[src/rtl/jk_seq_ctrl.sv]
// jk_seq_ctrl: command sequencer driving a JK flip-flop bank's J/K vectors on falling edges.
module jk_seq_ctrl #(
  parameter int WIDTH = 4,
  parameter int CNT_W = 8
) (
  input  logic             clk,
  input  logic             rst,
  input  logic             cmd_valid,
  output logic             cmd_ready,
  input  logic [2:0]       cmd_op,
  input  logic [WIDTH-1:0] cmd_data,
  input  logic [CNT_W-1:0] cmd_len,
  input  logic             abort,
  input  logic [WIDTH-1:0] q_in,
  output logic [WIDTH-1:0] j_out,
  output logic [WIDTH-1:0] k_out,
  output logic             busy,
  output logic             done,
  output logic             aborted
);
  typedef enum logic [1:0] {IDLE, RUN, FIN} state_t;
  localparam logic [2:0] OP_CLEAR = 3'd1, OP_LOAD = 3'd2, OP_UP = 3'd3,
                         OP_DOWN = 3'd4, OP_SHIFT = 3'd5, OP_TOGGLE = 3'd6;
  state_t state, state_nx;
  logic [2:0] op;
  logic [WIDTH-1:0] data, t_up, t_dn, sh;
  logic [CNT_W-1:0] rem, rem_init;
  logic accept;
  assign accept = cmd_valid && cmd_ready;
  assign rem_init = (cmd_op == OP_CLEAR || cmd_op == OP_LOAD) ? CNT_W'(1) :
                    (cmd_op >= OP_UP && cmd_op <= OP_TOGGLE) ? cmd_len : '0;
  always_ff @(negedge clk) begin
    if (rst) begin
      state   <= IDLE;
      op      <= '0;
      data    <= '0;
      rem     <= '0;
      aborted <= 1'b0;
    end else begin
      state <= state_nx;
      if (accept) begin
        op      <= cmd_op;
        data    <= cmd_data;
        rem     <= rem_init;
        aborted <= 1'b0;
      end else if (state == RUN) begin
        rem <= (rem != '0) ? rem - 1'b1 : rem;
        if (abort) aborted <= 1'b1;
      end
    end
  end
  always_comb begin
    state_nx = state;
    case (state)
      IDLE:    state_nx = accept ? ((rem_init == '0) ? FIN : RUN) : IDLE;
      RUN:     state_nx = (abort || rem <= CNT_W'(1)) ? FIN : RUN;
      default: state_nx = IDLE;
    endcase
  end
  // Ripple enables: a bit toggles when all lower bits are 1 (up) or all 0 (down).
  always_comb begin
    t_up = '0;
    t_dn = '0;
    t_up[0] = 1'b1;
    t_dn[0] = 1'b1;
    for (int i = 1; i < WIDTH; i++) begin
      t_up[i] = t_up[i-1] & q_in[i-1];
      t_dn[i] = t_dn[i-1] & ~q_in[i-1];
    end
    sh = {q_in[WIDTH-2:0], 1'b0};
  end
  always_comb begin
    j_out = '0;
    k_out = '0;
    if (state == RUN && !rst) begin
      j_out = (op == OP_LOAD) ? data : (op == OP_UP) ? t_up : (op == OP_DOWN) ? t_dn :
              (op == OP_SHIFT) ? sh : (op == OP_TOGGLE) ? '1 : '0;
      k_out = (op == OP_CLEAR) ? '1 : (op == OP_LOAD) ? ~data : (op == OP_UP) ? t_up :
              (op == OP_DOWN) ? t_dn : (op == OP_SHIFT) ? ~sh : (op == OP_TOGGLE) ? '1 : '0;
    end
    cmd_ready = !rst && state == IDLE;
    busy      = !rst && state != IDLE;
    done      = !rst && state == FIN;
  end
endmodule

[config.mk]
export PLATFORM = sky130hd
export DESIGN_NAME = jk_seq_ctrl
export DESIGN_NICKNAME = d
export VERILOG_FILES = /design/src/rtl/jk_seq_ctrl.sv
export SDC_FILE = /design/constraint.sdc
export NUM_CORES = 1
export LEC_CHECK = 0
export CORE_AREA = 2 2 55 57
export CTS_BUF_LIST = sky130_fd_sc_hd__clkbuf_4 sky130_fd_sc_hd__clkbuf_8 sky130_fd_sc_hd__clkbuf_16
export DETAILED_ROUTE_END_ITERATION = 10
export DIE_AREA = 0 0 57 59
export GPL_ROUTABILITY_DRIVEN = 0
export PLACE_DENSITY = 0.78
export SETUP_SLACK_MARGIN = 0.1
export SYNTH_ARGS = -nofsm -noshare
export SYNTH_HDL_FRONTEND = slang
export SYNTH_SLANG_ARGS = --single-unit
[constraint.sdc]
create_clock -name clk -period 2.2 [get_ports clk]
set_input_delay 0.44 -clock clk [delete_from_list [all_inputs] [get_ports clk]]
set_output_delay 0.44 -clock clk [all_outputs]
set_load 0.02 [all_outputs]
==> impl_metrics.yaml, run 1 <==
yosys:
  yosysUniqueCellTypes: 48
  ys_warn_count: 0
  synth_flop_cell: "dfxtp_1"
  synthTopCellsByArea: "dfxtp_1 28%, a21oi_1 9.7%, nand2_1 7.3%"
  async_flop_share: 0
  yosys.area.top_type_share: 0.280
  synth_seq_cells: 18
  postSynthAreaPerCell_um2: 7.44
  synth_area_um2: 1290
  synth.top_cells.by_count: "25 x a21oi_1, 25 x nand2_1, 18 x dfxtp_1, 16 x nor2_1"
  yosys.area.top_type: "dfxtp_1"
  ys_seq_area_frac: 0.280
  synth-edff-count: 0
  synthesis.instances: 173
  synth_nets: 198
sta:
  grt_worst_setup_endpoint: "k_out[2]"
  worst-ep-kind: "output port"
die:
  die_h_um: 59
  die_width_um: 57
  io_pins: 35
  rows: 19
  start_util: 0.475
cts:
  numCtsBuffers: 3
  cts-root-buf: "clkbuf_4"
  htree_levels: 1
  clock_sinks: 18
  cts_buffer_depth: 2
  cts_hold_buf: 0
place:
  io_buffers: 33
  dp_cells: 267
  hpwlAfterDp_um: 3330
status:
  firstError: "[ERROR DPL-0033] detailed placement checks failed during check placement."
  failing_step: "5_1_grt"
  outcome: "aborted with a tool error"
global_routing:
  grt_max_degree: 13
  antenna_found_initial: 0
per-stage QoR:
step	area (um^2)	worst slack [ns]
2_1_floorplan	1470	-0.398
3_3_place_gp	2050	-1.01
3_5_place_dp	2050	-1.01
4_1_cts	2530	-0.880
kinds of logic after synthesis:
family	count (synthesis)	share of synthesized area
AO/OA/AOI/OAI	58	0.318
multiplexers	3	0.0253
AND/OR/NAND/NOR	70	0.281
flip-flops	18	0.280
adder cells (fa/ha/maj)	2	0.0194
XOR/XNOR	3	0.0204
buffers and inverters	19	0.0564
what timing repair did:
item,in CTS
buffers inserted,11
setup endpoints to repair,30
pin swaps,32
gates cloned,1
resized for setup,200
==> run 2, diff against run 1 <==
Settings changed: CORE_AREA 2 2 55 57 to 2 2 63 65, CTS_BUF_LIST sky130_fd_sc_hd__clkbuf_4 sky130_fd_sc_hd__clkbuf_8 sky130_fd_sc_hd__clkbuf_16 to not set, DIE_AREA 0 0 57 59 to 0 0 65 67, PLACE_DENSITY 0.78 to not set, PLACE_DENSITY_LB_ADDON set to 0.15, SETUP_SLACK_MARGIN 0.1 to not set.
==> impl_metrics.yaml, run 2 <==
status:
  outcome: "finished with violations"
  violations: "setup timing"
finish:
  top_regs: "rem: 8 flops, data: 4 flops, op: 3 flops"
  seq_area_um2: 378
  area_growth_pct: 97.3
  final_cell_mix: "40 x buf_4, 23 x inv_1, 17 x a21oi_2"
  final_common_cell: "buf_4"
  stdcell_area_um2: 2540
  final_util: 0.704
  nFillCells: 282
  diodes: 0
  largest_register_ff_count: 8
  fin_cells: 312
  nets: 291
  largest-register: "rem"
  multiInputGateArea_um2: 1210
  layout-drive-gt1-share: 0.572
sta:
  hold_viol: 0
  max_slew_margin: 0.724
  rsz0062_at_grt: "yes"
  setup_tns_ns: -8.38
  slew_viol_final: 0
  setup_violations: 28
  hold-worst-slack_ns: 0.489
  fin_skew_ns: 0.0118
  worstMarginPinSlew_ns: 0.410
  setup_ws_ns: -0.828
yosys:
  async_flop_share: 0
  synth_seq_cells: 18
  ys_warn_count: 0
  synth_nets: 198
  synth.top_cells.by_count: "25 x a21oi_1, 25 x nand2_1, 18 x dfxtp_1, 16 x nor2_1"
  synth_area_um2: 1290
  yosys.area.top_type: "dfxtp_1"
  synthesis.instances: 173
  ys_seq_area_frac: 0.280
  synth-edff-count: 0
  synth_flop_cell: "dfxtp_1"
  yosys.area.top_type_share: 0.280
  postSynthAreaPerCell_um2: 7.44
  yosysUniqueCellTypes: 48
  synthTopCellsByArea: "dfxtp_1 28%, a21oi_1 9.7%, nand2_1 7.3%"
cts:
  htree_levels: 1
  path_clk_slew_ns: 0.04
  cts-root-buf: "clkbuf_8"
  cts_hold_buf: 0
  insertion_delay_ns: 0.33
  clock_sinks: 18
  cts_buffer_depth: 2
  numCtsBuffers: 3
  cts_tree: "yes"
global_routing:
  grt_overflow: 0
  grt.total_usage: 0.216
  grt_max_degree: 13
  grt_pass1_vias: 1629
  antenna_found_initial: 0
  grt_pass1_wl_um: 7320
place:
  place_ws_ns: -1.03
  dp_cells: 278
  hpwlAfterDp_um: 2950
  place_area_um2: 2040
  io_buffers: 33
routing:
  drtAntennaViolNets: 0
  routedWlPerCell_um: 15.2
  routed_wl_um: 4730
  vias: 1653
  drt-initial-drc-count: 120
  drtPass1Iterations: 4
  post-route-drc-count: 0
  vias_per_cell: 5.30
die:
  die_width_um: 65
  rows: 22
  die_h_um: 67
  fp.coreArea_um2: 3610
  io_pins: 35
  start_util: 0.357
  die_area_um2: 4360
worst_setup_path:
  crit_type: "reg -> out"
  critPathMaxFanout: 6
  crit_path_end_kind: "output pin"
  cp-start-kind: "register"
  cp.arrival_ns: 2.59
  cp.required_ns: 1.76
power:
  seq_power_share: 0.302
  p_clk_frac: 0.279
  totalPowerFinal_mw: 1.33
  switchingPower_uw: 520
  swShare: 0.392
  p_per_area_nw_per_um2: 522
  comb_power_share: 0.420
  power.leakage_nw: 1.05
  p_int_uw: 807
  ir_drop_mv: 0.347
min_path:
  timing.hold.worst.class: "reg -> reg"
job:
  drv_cap: 0
==> run 2: path summary, 6_finish.rpt <==
path                                from  depth (start not counted)        to  slack [ns]
worst max-delay path               op[2]                          5  j_out[3]       -0.83
worst min-delay path             data[1]                          2   data[1]        0.49
worst max register to register  state[0]                          6    rem[7]        0.26
worst min register to register   data[1]                          2   data[1]        0.49
==> run 2: repair_timing <==
| item | CTS | global route |
|---|---|---|
| gates resized for setup | 153 | 48 |
| cloned | 1 | 0 |
| pin swaps | 22 | 29 |
| setup buffers | 10 | 5 |
| endpoints found under the setup margin | 30 | 29 |
==> run 2: final cells by class <==
type / count / share of cell area
clock inverter: 18 / 0.0266
sequential: 18 / 0.149
tap: 48 / 0.0236
clock buffer: 3 / 0.0163
multi-input combinational: 137 / 0.477
timing repair buffer: 81 / 0.294
inverter: 7 / 0.0133
==> run 2: critical path, stage by stage, from the launching register on <==
cell	delay, ns
dfxtp_4	0.35
and3b_2	0.26
nand3_2	0.09
a211oi_2	0.20
a31o_2	0.14
buf_6	0.11
==> run 2: cell families (layout without fill, tap and decap cells) <==
family	after synthesis	in the layout	synth area share
and+or+nand+nor	70	71	0.281
xor gates and xnor gates	3	3	0.0204
muxes	3	3	0.0253
AOI/OAI and AO/OA	58	58	0.318
DFF	18	18	0.280
adders and majority gates	2	2	0.0194
buffers and inverters	19	109	0.0564
==> run 2: routing by layer <==
| metal | wire (um) | vias up | track usage |
|---|---|---|---|
| met5 | 0 | - | 0 |
| met1 | 2130 | 783 | 0.266 |
| met4 | 45 | 0 | 0.0931 |
| met2 | 2360 | 39 | 0.354 |
| met3 | 194 | 8 | 0.0591 |
| li1 | - | 823 | - |
==> run 2: power by group through the flow <==
stage / Combinational (mW) / Clock, mW / Sequential (mW)
6_report: 0.557 / 0.370 / 0.400
5_1_grt: 0.598 / 0.420 / 0.404
3_3_place_gp: 0.430 / 0.0529 / 0.398
3_5_place_dp: 0.440 / 0.0529 / 0.400
2_1_floorplan: 0.280 / 0.0529 / 0.392
4_1_cts: 0.499 / 0.383 / 0.397
Power figures use the tool's default switching activity.
==> run 3, diff against run 2 <==
--- a/config.mk
+++ b/config.mk
@@ -14,2 +14,3 @@
 export SYNTH_HDL_FRONTEND = slang
 export SYNTH_SLANG_ARGS = --single-unit
+export TNS_END_PERCENT = 10
==> constraint.sdc (replaced) <==
create_clock -name clk -period 2.2 [get_ports clk]
set_input_delay 0.22 -clock clk [delete_from_list [all_inputs] [get_ports clk]]
set_output_delay 0.22 -clock clk [all_outputs]
set_load 0.02 [all_outputs]
==> impl_metrics.yaml, run 3 (synthesis gave the netlist of run 2 again) <==
status:
  outcome: "finished with violations"
  violations: "setup timing"
place:
  hpwlAfterDp_um: 2950
  place_ws_ns: -0.802
  io_buffers: 33
global_routing:
  grt.total_usage: 0.201
  grt_pass1_wl_um: 6800
  grt_pass1_vias: 1612
  grt_overflow: 0
  antenna_found_initial: 0
  grt_max_degree: 21
min_path:
  holdPathEnd: "data[1]"
  timing.hold.worst.class: "reg -> reg"
  worstHoldStart: "data[1]"
  holdPathStages: 2
finish:
  nets: 277
  area_growth_pct: 72.9
  diodes: 0
  nFillCells: 318
  layout-drive-gt1-share: 0.390
  largest_register_ff_count: 8
  top_regs: "rem: 8 flops, data: 4 flops, op: 3 flops"
  largest-register: "rem"
  final_common_cell: "buf_4"
  final_util: 0.617
  final_cell_mix: "34 x buf_4, 23 x nand2_1, 23 x inv_1"
sta:
  rsz0062_at_grt: "yes"
  fin_skew_ns: 0.00787
  hold_viol: 0
  setup_ws_ns: -0.614
  max_slew_margin: 0.755
  slew_viol_final: 0
  setup_tns_ns: -5.13
  setup_violations: 12
  worstMarginPinSlew_ns: 0.364
routing:
  vias_per_cell: 5.33
  drtPass1Iterations: 5
  routedWlPerCell_um: 13.8
  vias: 1593
  routed_wl_um: 4120
  drt-initial-drc-count: 115
  post-route-drc-count: 0
  drtAntennaViolNets: 0
cts:
  htree_levels: 1
  clock_sinks: 18
  cts_buffer_depth: 2
  path_clk_slew_ns: 0.03
  cts_tree: "yes"
  numCtsBuffers: 3
  cts-root-buf: "clkbuf_8"
  insertion_delay_ns: 0.33
die:
  start_util: 0.357
  io_pins: 35
  die_area_um2: 4360
  rows: 22
  die_width_um: 65
  fp.coreArea_um2: 3610
  die_h_um: 67
worst_setup_path:
  reg2reg_slack_ns: 0.38
  cp.arrival_ns: 2.59
  crit_type: "reg -> out"
  cp-start-kind: "register"
  ff2ff_path_depth: 5
  cp.required_ns: 1.98
  r2r-start: "state[1]"
  critPathMaxFanout: 5
  crit_path_end_kind: "output pin"
  rr_endpoint: "rem[7]"
power:
  p_per_area_nw_per_um2: 551
  totalPowerFinal_mw: 1.23
  ir_drop_mv: 0.282
  power.leakage_nw: 0.940
job:
  drv_cap: 0
==> run 3: repair_timing <==
item | CTS | global route
buffers inserted | 2 | 0
hold buffers | 0 | 0
setup endpoints to repair | 30 | 23
resized for setup | 91 | 19
pin swaps | 5 | 7
endpoints found under the hold margin | 0 | 0
==> run 3: worst max-delay path, stage by stage (launching register included) <==
cell and delay, ns:
dfxtp_4 0.36, nor2b_4 0.13, buf_6 0.11, a21oi_2 0.09, nor2_1 0.05, o31a_1 0.29
buf_6 0.14
==> run 3: layout make-up <==
| type | instances | area [um^2] | area share |
|---|---|---|---|
| Inverter | 7 | 26.3 | 0.0118 |
| Multi-Input combinational cell | 136 | 1030 | 0.465 |
| Clock inverter | 19 | 72.6 | 0.0326 |
| Clock buffer | 3 | 41.3 | 0.0185 |
| Timing Repair Buffer | 68 | 614 | 0.276 |
| Sequential cell | 18 | 377 | 0.169 |
| Tap cell | 48 | 60.1 | 0.0270 |
==> run 3: worst max-delay path by stage <==
| stage | start | endpoint | slack, ns |
|---|---|---|---|
| 4_1_cts | op[0] | k_out[3] | -0.62 |
| 3_5_place_dp | op[2] | k_out[3] | -0.80 |
| 2_1_floorplan | state[1] | j_out[1] | -0.18 |
| 5_1_grt | op[0] | j_out[2] | -0.68 |
| 6_report | op[0] | k_out[3] | -0.61 |
| 3_3_place_gp | op[2] | k_out[3] | -0.75 |
==> run 3: routing by layer <==
layer  share of wire  GRT usage  vias to the layer above
met5               0          0                        -
met4           0.017     0.0931                        0
met3           0.043     0.0557                        7
met2            0.49      0.329                       40
met1            0.45      0.243                      763
li1                -          -                      783
==> run 3: report_power, final <==
| part | switching [mW] | leakage (nW) | internal, mW |
|---|---|---|---|
| Sequential | 0.0396 | 0.151 | 0.359 |
| Combinational | 0.230 | 0.672 | 0.229 |
| Clock | 0.200 | 0.118 | 0.168 |
==> run 3: per-stage QoR <==
step / area (um^2) / hold WS, ns / std cells
CTS: 2150 / 0.472 / 299
detailed placement: 1990 / 0.469 / 276
floorplan: 1440 / 0.436 / 173
finish: 2230 / 0.467 / 299
global route: 2230 / 0.488 / 299
global placement: 1990 / 0.447 / 276
==> run 4, diff against run 3 <==
Settings changed: PLACE_DENSITY_LB_ADDON 0.15 to not set, SKIP_CTS_REPAIR_TIMING set to 1.
==> impl_metrics.yaml, run 4 (synthesis gave the netlist of run 2 again) <==
finish:
  top_regs: "rem: 8 flops, data: 4 flops, op: 3 flops"
  largest-register: "rem"
  final_common_cell: "buf_4"
  largest_register_ff_count: 8
  layout-drive-gt1-share: 0.382
  nFillCells: 316
  final_util: 0.626
  fin_cells: 299
  nets: 278
  final_cell_mix: "36 x buf_4, 24 x nand2_1, 23 x inv_1"
  diodes: 0
  area_growth_pct: 75.3
global_routing:
  grt_overflow: 0
  antenna_found_initial: 0
  grt_max_degree: 21
  grt_pass1_vias: 1538
  grt_pass1_wl_um: 6720
  grt.total_usage: 0.197
worst_setup_path:
  slowest_stage: "dfxtp_4"
  cp-start-kind: "register"
  cp.arrival_ns: 2.62
  path_buf_inv: 1
  max_stage_delay_ns: 0.35
  cpLargestDelayFamily: "compound AO/OA/AOI/OAI gates"
  cp.required_ns: 1.98
  crit_type: "reg -> out"
  crit_path_end_kind: "output pin"
  path_cells: "and3b_2 -> nand3_2 -> a211oi_2 -> a31o_2 -> buf_6"
  critPathMaxFanout: 5
place:
  place_ws_ns: -0.782
  dp_cells: 278
  hpwlAfterDp_um: 2940
  io_buffers: 33
routing:
  drtPass1Iterations: 4
  vias: 1574
  drt-initial-drc-count: 48
  vias_per_cell: 5.26
  drtAntennaViolNets: 0
  post-route-drc-count: 0
  routedWlPerCell_um: 14.1
  routed_wl_um: 4220
cts:
  numCtsBuffers: 3
  cts_buffer_depth: 2
  insertion_delay_ns: 0.33
  cts_tree: "yes"
  cts-root-buf: "clkbuf_8"
  clock_sinks: 18
  path_clk_slew_ns: 0.03
  htree_levels: 1
die:
  die_width_um: 65
  die_area_um2: 4360
  start_util: 0.357
  io_pins: 35
  rows: 22
  die_h_um: 67
  fp.coreArea_um2: 3610
sta:
  rsz0062_at_grt: "yes"
  hold_viol: 0
  max_slew_margin: 0.733
  setup_ws_ns: -0.638
  setup_violations: 12
  setup_tns_ns: -5.19
  worstMarginPinSlew_ns: 0.398
  slew_viol_final: 0
  fin_skew_ns: 0.0106
power:
  p_per_area_nw_per_um2: 548
  ir_drop_mv: 0.299
  power.leakage_nw: 0.991
  totalPowerFinal_mw: 1.24
min_path:
  timing.hold.worst.class: "reg -> reg"
job:
  drv_cap: 0
status:
  violations: "setup timing"
  outcome: "finished with violations"
[run 4: changes by cell type in the layout (fill, tap and decap cells not counted), moves of 2 or more]
cell / delta
dlymetal6s2s_1: +5
o21ai_1: -2
dlygate4sd2_1: -3
o21ai_0: +2
buf_4: +2
clkbuf_2: +2
buf_6: -3
clkdlybuf4s15_1: -2
[run 4: worst reg2reg max path, delay by kind of cell, from the launching register on]
kind | cells | cell delay [ns]
compound gates | 2 | 0.58
xor+xnor | 1 | 0.12
buf+inv | 1 | 0.14
flops | 1 | 0.35
simple gates | 1 | 0.53
[run 4: worst paths after layout]
kind,from,endpoint,slack (ns),cells past startpoint
hold reg to reg,data[1],data[1],0.47,2
hold / removal,data[1],data[1],0.47,2
setup reg to reg,state[1],rem[7],0.37,5
setup / recovery,op[2],j_out[3],-0.64,5
[run 4: layer usage]
metal  GRT usage  wire (um)
met1       0.236       1800
met2       0.332       2180
met3      0.0524        225
met4      0.0798         15
met5           0          0
[run 4: where the power goes]
part	total (mW)	internal, mW	switching (mW)
clock	0.373	0.165	0.208
combinational	0.466	0.233	0.233
sequential	0.398	0.359	0.0399
total	1.24	0.757	0.481
[run 4: final cells by class]
cell class,count,area [um^2],area share
clock buffers,3,41.3,0.0183
clock inverters,18,67.6,0.0299
inverters,7,28.8,0.0127
multi-input cells,136,1050,0.466
flip-flops and latches,18,377,0.167
well taps,48,60.1,0.0266
repair buffers,69,632,0.280
[run 4: through the flow]
step                      hold slack (ns)  cell area [um^2]
after global routing                0.512              2260
final                               0.472              2260
after floorplan                     0.436              1440
after global placement              0.450              2010
after CTS                           0.479              2110
after detailed placement            0.473              2010
